### src/rtl/fp16_pkg.sv
`default_nettype none
// ============================================================================
//  Module      : fp16_pkg
//  Description : Shared FP16 datapath definitions used by the pack and unpack
//                stages: IEEE-754 binary16 field widths, exponent bias,
//                canonical special encodings and the unpack FSM state type.
//  Revision    : 1.0  initial release
// ============================================================================
package fp16_pkg;

    // binary16 field widths; MANT_W includes the explicit hidden bit
    localparam int EXP_W  = 5;
    localparam int FRAC_W = 10;
    localparam int MANT_W = 11;

    // Exponent bias subtracted from the biased exponent field
    localparam int BIAS = 15;

    // Canonical special encodings
    localparam logic [15:0] FP16_QNAN = 16'hFE00;
    localparam logic [15:0] FP16_PINF = 16'h7C00;
    localparam logic [15:0] FP16_NINF = 16'hFC00;

    // Unpack FSM: IDLE accepts words, NORM shifts a subnormal one bit per cycle
    typedef enum logic [0:0] {
        IDLE = 1'b0,
        NORM = 1'b1
    } unpack_state_t;

endpackage : fp16_pkg
`default_nettype wire

### src/rtl/fp16_lzc.sv
`default_nettype none
// ============================================================================
//  Module      : fp16_lzc
//  Description : 11-bit leading-zero counter. Returns the number of zero bits
//                above the most significant set bit; an all-zero input
//                returns 11.
//  Ports       : data_i  [10:0]  value to scan
//                count_o [3:0]   leading-zero count (0..11)
//  Revision    : 1.0  initial release
// ============================================================================
module fp16_lzc
    import fp16_pkg::*;
(
    input  logic [MANT_W-1:0] data_i,
    output logic [3:0]        count_o
);

    // Scan upward so the highest set bit is the last one to write the count
    always_comb begin
        count_o = 4'(MANT_W);
        for (int i = 0; i < MANT_W; i++) begin
            if (data_i[i]) begin
                count_o = 4'(MANT_W - 1 - i);
            end
        end
    end

endmodule : fp16_lzc
`default_nettype wire

### src/rtl/fp16_unpack.sv
`default_nettype none
// ============================================================================
//  Module      : fp16_unpack
//  Description : FP16 decode stage. Splits a binary16 word into sign, signed
//                unbiased exponent and an 11-bit mantissa with explicit hidden
//                bit, and raises NaN / +Inf / -Inf / zero flags. Subnormals are
//                normalised so mant_out[10] is set for every finite non-zero
//                input.
//  Build option: FP16_UNPACK_FAST_NORM_EN
//                  defined   - single-cycle normalisation via fp16_lzc,
//                              in_ready follows enable, latency 1 for all.
//                  undefined - iterative one-bit-per-cycle NORM state.
//  Ports       : clk, rst_n (async active-low), enable (low = sync clear)
//                in_valid/in_data/in_ready   - input handshake
//                u_valid                     - one-cycle result strobe
//                sign_out/exp_out/mant_out   - decoded fields (held)
//                is_nan/is_pinf/is_ninf/is_zero - classification flags (held)
//  Revision    : 1.0  initial release
// ============================================================================
module fp16_unpack #(
    parameter int BIAS      = 15,
    parameter int EXP_OUT_W = 7
) (
    input  logic                 clk,
    input  logic                 rst_n,
    input  logic                 enable,
    input  logic                 in_valid,
    input  logic [15:0]          in_data,
    output logic                 in_ready,
    output logic                 u_valid,
    output logic                 sign_out,
    output logic [EXP_OUT_W-1:0] exp_out,
    output logic [10:0]          mant_out,
    output logic                 is_nan,
    output logic                 is_pinf,
    output logic                 is_ninf,
    output logic                 is_zero
);

    import fp16_pkg::*;

    localparam int EW = EXP_OUT_W;

    // ------------------------------------------------------------------
    // Input field decode
    // ------------------------------------------------------------------
    logic              w_sign;
    logic [EXP_W-1:0]  w_e;
    logic [FRAC_W-1:0] w_f;
    logic              w_e_max;
    logic              w_e_zero;
    logic              w_f_zero;
    logic              w_accept;
    logic [EW-1:0]     w_exp_normal;
    logic [EW-1:0]     w_exp_sub0;

    assign w_sign       = in_data[15];
    assign w_e          = in_data[14:10];
    assign w_f          = in_data[9:0];
    assign w_e_max      = &w_e;
    assign w_e_zero     = ~|w_e;
    assign w_f_zero     = ~|w_f;
    assign w_exp_normal = EW'(int'(w_e) - BIAS);
    // A subnormal has the same scale as the smallest normal, 1-BIAS
    assign w_exp_sub0   = EW'(1 - BIAS);

    // ------------------------------------------------------------------
    // State and output registers
    // ------------------------------------------------------------------
    unpack_state_t     state_q, state_d;
    logic              u_valid_q, u_valid_d;
    logic              sign_q, sign_d;
    logic [EW-1:0]     exp_q, exp_d;
    logic [MANT_W-1:0] mant_q, mant_d;
    logic              nan_q, nan_d;
    logic              pinf_q, pinf_d;
    logic              ninf_q, ninf_d;
    logic              zero_q, zero_d;

    // State is held at IDLE in the fast build, so this reduces to enable there
    assign in_ready = enable && rst_n && (state_q == IDLE);
    assign w_accept = in_valid && in_ready;

`ifdef FP16_UNPACK_FAST_NORM_EN
    // Single-cycle normalisation: shift out the leading zeros in one step
    logic [3:0]        w_lz;
    logic [MANT_W-1:0] w_mant_fast;
    logic [EW-1:0]     w_exp_fast;

    fp16_lzc u_lzc (
        .data_i  ({1'b0, w_f}),
        .count_o (w_lz)
    );

    assign w_mant_fast = {1'b0, w_f} << w_lz;
    assign w_exp_fast  = w_exp_sub0 - EW'(w_lz);
`else
    // Working registers for the iterative normaliser
    logic              sign_w_q, sign_w_d;
    logic [EW-1:0]     exp_w_q, exp_w_d;
    logic [MANT_W-1:0] mant_w_q, mant_w_d;
    logic [MANT_W-1:0] w_shift;
    logic [EW-1:0]     w_exp_dec;

    assign w_shift   = mant_w_q << 1;
    assign w_exp_dec = exp_w_q - EW'(1);
`endif

    // ------------------------------------------------------------------
    // Next-state / output logic
    // ------------------------------------------------------------------
    always_comb begin
        state_d   = state_q;
        u_valid_d = 1'b0;
        sign_d    = sign_q;
        exp_d     = exp_q;
        mant_d    = mant_q;
        nan_d     = nan_q;
        pinf_d    = pinf_q;
        ninf_d    = ninf_q;
        zero_d    = zero_q;
`ifndef FP16_UNPACK_FAST_NORM_EN
        sign_w_d  = sign_w_q;
        exp_w_d   = exp_w_q;
        mant_w_d  = mant_w_q;
`endif

        if (!enable) begin
            // Synchronous clear: same state as reset, in-flight word dropped
            state_d = IDLE;
            sign_d  = 1'b0;
            exp_d   = '0;
            mant_d  = '0;
            nan_d   = 1'b0;
            pinf_d  = 1'b0;
            ninf_d  = 1'b0;
            zero_d  = 1'b0;
`ifndef FP16_UNPACK_FAST_NORM_EN
            sign_w_d = 1'b0;
            exp_w_d  = '0;
            mant_w_d = '0;
`endif
        end else begin
            case (state_q)
                IDLE: begin
                    if (w_accept) begin
                        // Flags are exclusive: clear all, then set one
                        nan_d  = 1'b0;
                        pinf_d = 1'b0;
                        ninf_d = 1'b0;
                        zero_d = 1'b0;
                        if (w_e_max) begin
                            u_valid_d = 1'b1;
                            sign_d    = w_sign;
                            exp_d     = '0;
                            mant_d    = '0;
                            nan_d     = !w_f_zero;
                            pinf_d    = w_f_zero && !w_sign;
                            ninf_d    = w_f_zero && w_sign;
                        end else if (w_e_zero && w_f_zero) begin
                            u_valid_d = 1'b1;
                            sign_d    = w_sign;
                            exp_d     = '0;
                            mant_d    = '0;
                            zero_d    = 1'b1;
                        end else if (w_e_zero) begin
`ifdef FP16_UNPACK_FAST_NORM_EN
                            u_valid_d = 1'b1;
                            sign_d    = w_sign;
                            exp_d     = w_exp_fast;
                            mant_d    = w_mant_fast;
`else
                            sign_w_d  = w_sign;
                            exp_w_d   = w_exp_sub0;
                            mant_w_d  = {1'b0, w_f};
                            state_d   = NORM;
`endif
                        end else begin
                            u_valid_d = 1'b1;
                            sign_d    = w_sign;
                            exp_d     = w_exp_normal;
                            mant_d    = {1'b1, w_f};
                        end
                    end
                end
`ifndef FP16_UNPACK_FAST_NORM_EN
                NORM: begin
                    mant_w_d = w_shift;
                    exp_w_d  = w_exp_dec;
                    // Done when the shift brings the leading one into the hidden bit
                    if (w_shift[MANT_W-1]) begin
                        u_valid_d = 1'b1;
                        sign_d    = sign_w_q;
                        exp_d     = w_exp_dec;
                        mant_d    = w_shift;
                        state_d   = IDLE;
                    end
                end
`endif
                default: state_d = IDLE;
            endcase
        end
    end

    always_ff @(posedge clk or negedge rst_n) begin
        if (!rst_n) begin
            state_q   <= IDLE;
            u_valid_q <= 1'b0;
            sign_q    <= 1'b0;
            exp_q     <= '0;
            mant_q    <= '0;
            nan_q     <= 1'b0;
            pinf_q    <= 1'b0;
            ninf_q    <= 1'b0;
            zero_q    <= 1'b0;
`ifndef FP16_UNPACK_FAST_NORM_EN
            sign_w_q  <= 1'b0;
            exp_w_q   <= '0;
            mant_w_q  <= '0;
`endif
        end else begin
            state_q   <= state_d;
            u_valid_q <= u_valid_d;
            sign_q    <= sign_d;
            exp_q     <= exp_d;
            mant_q    <= mant_d;
            nan_q     <= nan_d;
            pinf_q    <= pinf_d;
            ninf_q    <= ninf_d;
            zero_q    <= zero_d;
`ifndef FP16_UNPACK_FAST_NORM_EN
            sign_w_q  <= sign_w_d;
            exp_w_q   <= exp_w_d;
            mant_w_q  <= mant_w_d;
`endif
        end
    end

    assign u_valid  = u_valid_q;
    assign sign_out = sign_q;
    assign exp_out  = exp_q;
    assign mant_out = mant_q;
    assign is_nan   = nan_q;
    assign is_pinf  = pinf_q;
    assign is_ninf  = ninf_q;
    assign is_zero  = zero_q;

endmodule : fp16_unpack
`default_nettype wire

### config.mk
export PLATFORM = sky130hd
export DESIGN_NAME = fp16_unpack
export DESIGN_NICKNAME = d
export VERILOG_FILES = /design/src/rtl/fp16_pkg.sv /design/src/rtl/fp16_lzc.sv /design/src/rtl/fp16_unpack.sv
export SDC_FILE = /design/constraint.sdc
export NUM_CORES = 1
export LEC_CHECK = 0
export ABC_AREA = 1
export BUFFER_PORTS_ARGS = -buffer_cell sky130_fd_sc_hd__buf_2
export CAP_MARGIN = 20
export CORE_ASPECT_RATIO = 0.9
export CORE_UTILIZATION = 45
export DETAILED_ROUTE_END_ITERATION = 8
export PLACE_DENSITY = 0.7
export RECOVER_POWER = 100
export REMOVE_ABC_BUFFERS = 1
export SLEW_MARGIN = 20
export SYNTH_ARGS = -nofsm -noshare
export SYNTH_HDL_FRONTEND = slang
export SYNTH_SLANG_ARGS = --single-unit
### constraint.sdc
create_clock -name clk -period 1.5 [get_ports clk]
set_input_delay 0.15 -clock clk [delete_from_list [all_inputs] [get_ports clk]]
set_output_delay 0.15 -clock clk [all_outputs]
set_load 0.03 [all_outputs]
==> results of run 1 <==
==> cell usage in the layout (no fill, tap or decap), types with 2 or more instances in the layout <==
master      n
nand3_1    31
o22ai_1     2
nand3_2     3
nor2_4      2
o21ai_0    17
nor2_1     28
clkbuf_1   28
clkbuf_8    7
a21oi_1     9
dfrtp_1    43
buf_6       2
buf_2      18
inv_2       4
nand2_1   122
inv_1      26
nor2_2      2
clkbuf_2    4
ha_1        2
nand4_1     2
nand2_2     4
buf_4      20
==> per-stage QoR <==
| step | cell area (um2) | std cells | hold slack, ps | util (%) | power [mW] |
|---|---|---|---|---|---|
| 2_1_floorplan | 2260 | 309 | -146 | - | 1.57 |
| 3_3_place_gp | 2770 | 444 | -0.834 | 56.2 | 1.78 |
| 3_5_place_dp | 2770 | 444 | -4.73 | 56.2 | 1.78 |
| 4_1_cts | 2880 | 453 | 86.0 | 58.5 | 2.62 |
| 5_1_grt | 2900 | 455 | 87.8 | 59.0 | 2.74 |
| 6_report | 2900 | 455 | 68.0 | 59.0 | 2.60 |
==> state kept, by name (all words and copies together), names as in the netlist <==
signal and flops:
is_nan 1, is_ninf 1, is_pinf 1, sign_w_q 1
mant_w_q 10, exp_out 7, is_zero 1, exp_w_q 7
state_q 1, mant_out 11, sign_out 1, u_valid 1
==> per-layer routing <==
metal / routed length [um] / share of wire, % / global-route usage [%] / up-vias
met3: 309 / 5.2 / 6.01 / 7
met4: 67 / 1.1 / 6.58 / 0
li1: - / - / - / 1148
met5: 0 / 0 / 0 / -
met1: 2850 / 48 / 32.2 / 1050
met2: 2750 / 46 / 38.1 / 55
==> worst max-delay path: stages (launching register included) <==
cell	delay, ps
dfrtp_1	400
inv_2	90
ha_4	130
inv_1	60
nor2_4	180
a21oi_1	90
nand2_1	80
nand2_2	60
nor2_1	110
nand3_1	90
nand2_1	60
==> repair_timing <==
action	in CTS	in global routing
setup buffers	0	2
pin swaps	0	1
setup endpoints to repair	2	34
resized for setup	1	20
hold endpoints to repair	21	0
hold buffers	1	0
==> power by group through the flow <==
stage               Combinational, mW  Sequential [mW]  Clock (mW)
floorplan                       0.189             1.38           0
global placement                0.483             1.29           0
detailed placement              0.490             1.29           0
CTS                             0.496             1.27       0.851
global route                    0.550             1.28       0.903
finish                          0.494             1.27       0.834
==> worst max-delay path by stage <==
stage / from / end / slack, ps
6_report: exp_w_q[0]$_DFFE_PN0P_ / exp_out[4]$_DFFE_PN0P_ / 80
4_1_cts: exp_w_q[1]$_DFFE_PN0P_ / exp_out[4]$_DFFE_PN0P_ / 70
3_3_place_gp: in_data[10] / exp_out[4]$_DFFE_PN0P_ / -210
3_5_place_dp: in_data[10] / exp_out[4]$_DFFE_PN0P_ / -240
2_1_floorplan: state_q$_DFF_PN0_ / mant_w_q[8]$_DFFE_PN0P_ / -560
5_1_grt: exp_w_q[0]$_DFFE_PN0P_ / exp_out[4]$_DFFE_PN0P_ / -30
==> layout make-up <==
class | count | area [um2] | area share, %
inverter | 31 | 119 | 4.09
sequential | 43 | 1080 | 37.1
multi-input combinational | 235 | 1110 | 38.3
tap | 65 | 81.3 | 2.80
timing repair buffer | 73 | 414 | 14.3
clock buffer | 8 | 100 | 3.45
==> cell families (layout without fill, tap and decap cells) <==
family,Yosys count,in the layout
AO/OA/AOI/OAI,32,32
flip-flops,43,43
XOR/XNOR,1,1
adder cells (fa/ha/maj),4,4
buffers and inverters,43,112
AND/OR/NAND/NOR,198,198
==> run metrics, run 1 <==
final setup fails=0; top-area cell type share of the netlist area=46.1%; drt initial violations=170; pre-CTS WS=-244 ps; Root Driver=clkbuf_8; drt pass-1 iters=4; DRT Wirelength=5980 um; clk_lat worst skew=310 ps; asr flop ratio synth=100%; Int Power=1.81 mW; Hold EP=is_pinf$_DFFE_PN0P_; Max Cap Viol=0; clk sinks=43; Die W=77.9 um; Fillers=492; most common cell in the synthesized netlist=nand2_1; area leader, netlist=dfrtp_1; Peak Freq=706 MHz; Mapped Avg Cell Area=7.27 um2; clock power share=32.1%; library cells used by synthesis=26; FF-to-FF setup slack=80 ps; Critical Path RT=1750 ps; final worst path period share=94.5%; Nets=413; Synth Area in Adders=2.14%; vias in the first global route=2055; reg2reg path depth=10; synth-to-layout area growth=24.4%; core area=4920 um2; EDFF count, synth=0; final setup TNS=0 ps; Synth Area in Simple Gates=35.6%; post-synthesis mux area share=0%; synth top area cells=dfrtp_1 46%, nand2_1 20%, nand3_1 7.1%, nor2_1 4.8%, inv_1 4.5%; site row count=24; peak supply drop=0.000447 V; compound-cell area share of the yosys netlist=7.56%; Hold Path Origin=in_data[15]; Avg Vias per Cell=4.97; Mapped Cells=321; Die ar.=5480 um2; static leakage power=1.54 nW; sequential fraction of design power=48.9%; Critical Path Sink Type=register; input/output buffers=44; crit-path max FO=5; FF-to-FF Start=exp_w_q[0]$_DFFE_PN0P_; # IOs=45; final slew viol count=0; maximum buffer depth of the clock tree=2; status=completed; Syn Std Cell Area=2330 um2; total CTS buffers=5; Inserted Diodes=0; die height=70.3 um; CTS tree=built; post-route setup slack=83.0 ps; initial core utilization=47.4%; FF+latch count, synth=43; H-Tree Depth=2; Vias=2260; Worst R2R End=exp_out[4]$_DFFE_PN0P_; number of remaining DRC errors=0; yosys warns=0; Sw Pwr=787 uW; PwrDens=896 nW/um2; min cycle time layout=1420 ps; Gate power share=19.0%; Total GRT Usage=23.8%; WL per Instance=13.1 um; GRT Residual Overflow=0; Worst Hold Depth=2; crit start category=register; final hold viol count=0; number of antenna violations at the first check in global routing=0; GPL Wtd Cong=0.856; share of layout cells above drive strength 1=19.0%; DP HPWL=4350 um; largest net degree at the start of global routing=27; ANT nets after route=0; Worst Hold Class=in -> reg; Worst Max-Slew Pin Slew=659 ps; worst setup path category=reg -> reg; first-pass GRT wire length=9950 um; main combinational cell family by area after synthesis=simple AND/OR/NAND/NOR gates; Setup Skew=4.41 ps; Seq/Total Area, Yosys=46.1%; Commonest cells post-synth=124 x nand2_1, 43 x dfrtp_1, 33 x nand3_1; clk slew on worst S/H paths=80 ps; Synth Flop Type=dfrtp_1; sw frac=30.3%; Worst EP arrival=1660 ps; slew margin rel.=56.0%; xor-xnor portion of the synthesized cell area=0.375%
Note: power is estimated with default switching activity, not from simulation.
==> run 2, diff against run 1 <==
--- a/config.mk
+++ b/config.mk
@@ -11,6 +11,7 @@
 export CORE_ASPECT_RATIO = 0.9
 export CORE_UTILIZATION = 45
 export DETAILED_ROUTE_END_ITERATION = 8
+export GPL_TIMING_DRIVEN = 0
 export PLACE_DENSITY = 0.7
 export RECOVER_POWER = 100
 export REMOVE_ABC_BUFFERS = 1
==> run metrics, run 2 (synthesized netlist as in run 1, its figures left out) <==
GRT Residual Overflow=0 (unchanged); number of antenna violations at the first check in global routing=0 (unchanged); WL per Instance=14.6 um (+11%); crit start category=register; Total GRT Usage=23.7% (-0.12 points); largest net degree at the start of global routing=46 (+70%); # IOs=45 (unchanged); Critical Path Sink Type=register; Worst Max-Slew Pin Slew=572 ps (-87.4 ps); Worst R2R End=exp_w_q[2]$_DFFE_PN0P_; Worst EP arrival=1710 ps (+50 ps); drt pass-1 iters=5 (+1); initial core utilization=47.4% (unchanged); maximum buffer depth of the clock tree=2 (unchanged); RSZ-0062 raised after global routing=yes; violated checks=negative hold slack, negative setup slack; worst setup path category=reg -> reg; final slew viol count=0 (unchanged); ANT nets after route=0 (unchanged); clk sinks=43 (unchanged); Peak Freq=653 MHz (-7.4%); static leakage power=1.64 nW (+6.6%); worst-path cell chain=clkinvlp_4 > nand2_4 > nor2_4 > nand2_2 > inv_2 > nand3_4 > nand2_8 > buf_12 > o22ai_2; worst stage delay on the critical path=520 ps (+120 ps); synth-to-layout area growth=31.6%; Die W=77.9 um (unchanged); status=finished, violations left; FF-to-FF setup slack=-30 ps (-110 ps); final setup fails=21 (+21); PwrDens=848 nW/um2 (-5.4%); slew margin rel.=61.9% (+5.8 points); Root Driver=clkbuf_8; FF-to-FF Start=state_q$_DFF_PN0_; share of layout cells above drive strength 1=31.0% (+12 points); Worst Hold Class=in -> async; Die ar.=5480 um2 (unchanged); core area=4920 um2 (unchanged); clk_lat worst skew=300 ps (about the same); met3 wire length=388 um (+26%); commonest non-fill, non-tap cell in the layout=nand2_1; Avg Vias per Cell=5.33 (+7.4%); Fillers=421 (-14%); routed metal-1 wirelength=2800 um (-2.0%); Inserted Diodes=0 (unchanged); H-Tree Depth=2 (unchanged); commonest cells after routing, fill and taps aside=115 x nand2_1, 43 x buf_2, 42 x dfrtp_1; WHS=-155 ps (-223 ps); final worst path period share=102% (+7.6 points); vias in the first global route=2158 (+5.0%); Nets=408 (-1.2%); slowest stage cell on the critical path=dfrtp_4; met2 wire length=3140 um (+14%); GPL Wtd Cong=0.825 (-3.7%); crit-path max FO=8 (+3); DRT Wirelength=6550 um (+9.5%); final hold viol count=43 (+43); DP HPWL=3730 um (-14%); Largest register FFs=11 (unchanged); Setup Skew=5.88 ps (+1.48 ps); clk slew on worst S/H paths=90 ps (about the same); total CTS buffers=5 (unchanged); input/output buffers=44 (unchanged); Crit path buffers/inverters=3 (+1); peak supply drop=0.000429 V (-4.0%); reg2reg path depth=9 (-1); number of remaining DRC errors=0 (unchanged); CTS tree=built; delay-heaviest family, CP=flip-flops; first-pass GRT wire length=10100 um (+1.5%); Critical Path RT=1680 ps (-70 ps); highest routing layer actually used=met4; Max Cap Viol=0 (unchanged); die height=70.3 um (unchanged); Vias=2395 (+6.0%); min cycle time layout=1530 ps (+114 ps); fin util=62.4% (+3.4 points); post-route setup slack=-30.9 ps (-114 ps); drt initial violations=232 (+36%); site row count=24 (unchanged)
==> run 2: cell types whose count changed in the layout (fill, tap and decap cells not counted), moves of 4 or more <==
cell	delta
clkbuf_1	-28
buf_2	+25
nand2_1	-7
nor2_1	-5
clkbuf_2	-4
nand2_4	+4
==> run 2: power breakdown <==
group / switching (mW) / internal, mW / total, mW
clock network: 0.416 / 0.362 / 0.778
logic: 0.364 / 0.189 / 0.553
registers: 0.0404 / 1.23 / 1.27
total: 0.820 / 1.78 / 2.60
==> run 2: final cells by class <==
type                            count  area (um2)  share of cell area (%)
Clock buffer                        6        82.6                    2.69
Sequential cell                    43        1080                    35.2
Tap cell                           65        81.3                    2.65
Inverter                           31         128                    4.15
Timing Repair Buffer               65         422                    13.7
Clock inverter                      1        5.00                   0.163
Multi-Input combinational cell    238        1270                    41.5
==> run 2: timing repair <==
action | 4_1_cts | 5_1_grt
buffers inserted | 10 | 11
cloned | 2 | 1
pin swaps | 5 | 17
gates resized for setup | 24 | 32
hold endpoints to repair | 43 | 43
setup endpoints to repair | 44 | 41
==> run 2: how the worst max path moves through the flow <==
stage | from | end | slack (ps) | cells past startpoint
CTS | state_q$_DFF_PN0_ | exp_w_q[4]$_DFFE_PN0P_ | -10 | 10
finish | state_q$_DFF_PN0_ | exp_w_q[2]$_DFFE_PN0P_ | -30 | 9
global placement | state_q$_DFF_PN0_ | mant_out[3]$_DFFE_PN0P_ | -1460 | 8
detailed placement | state_q$_DFF_PN0_ | mant_out[3]$_DFFE_PN0P_ | -1400 | 8
floorplan | state_q$_DFF_PN0_ | mant_w_q[8]$_DFFE_PN0P_ | -560 | 10
global route | in_data[10] | exp_out[1]$_DFFE_PN0P_ | -120 | 13
==> run 2: stage by stage <==
step                TNS [ps]  power, mW  cells  worst slack, ps  instance area [um2]
floorplan             -19950       1.57    309             -563                 2260
global placement      -50060       1.73    418            -1460                 2560
detailed placement    -47910       1.73    418            -1400                 2560
CTS                    -44.4       2.54    437            -12.6                 2840
global route           -2910       2.71    449             -119                 3070
finish                  -310       2.60    449            -30.9                 3070
==> run 2: routing by layer <==
metal	global-route usage, %	vias up
met5	0	-
met4	7.61	0
li1	-	1145
met3	5.36	29
met2	38.6	103
met1	31.3	1118
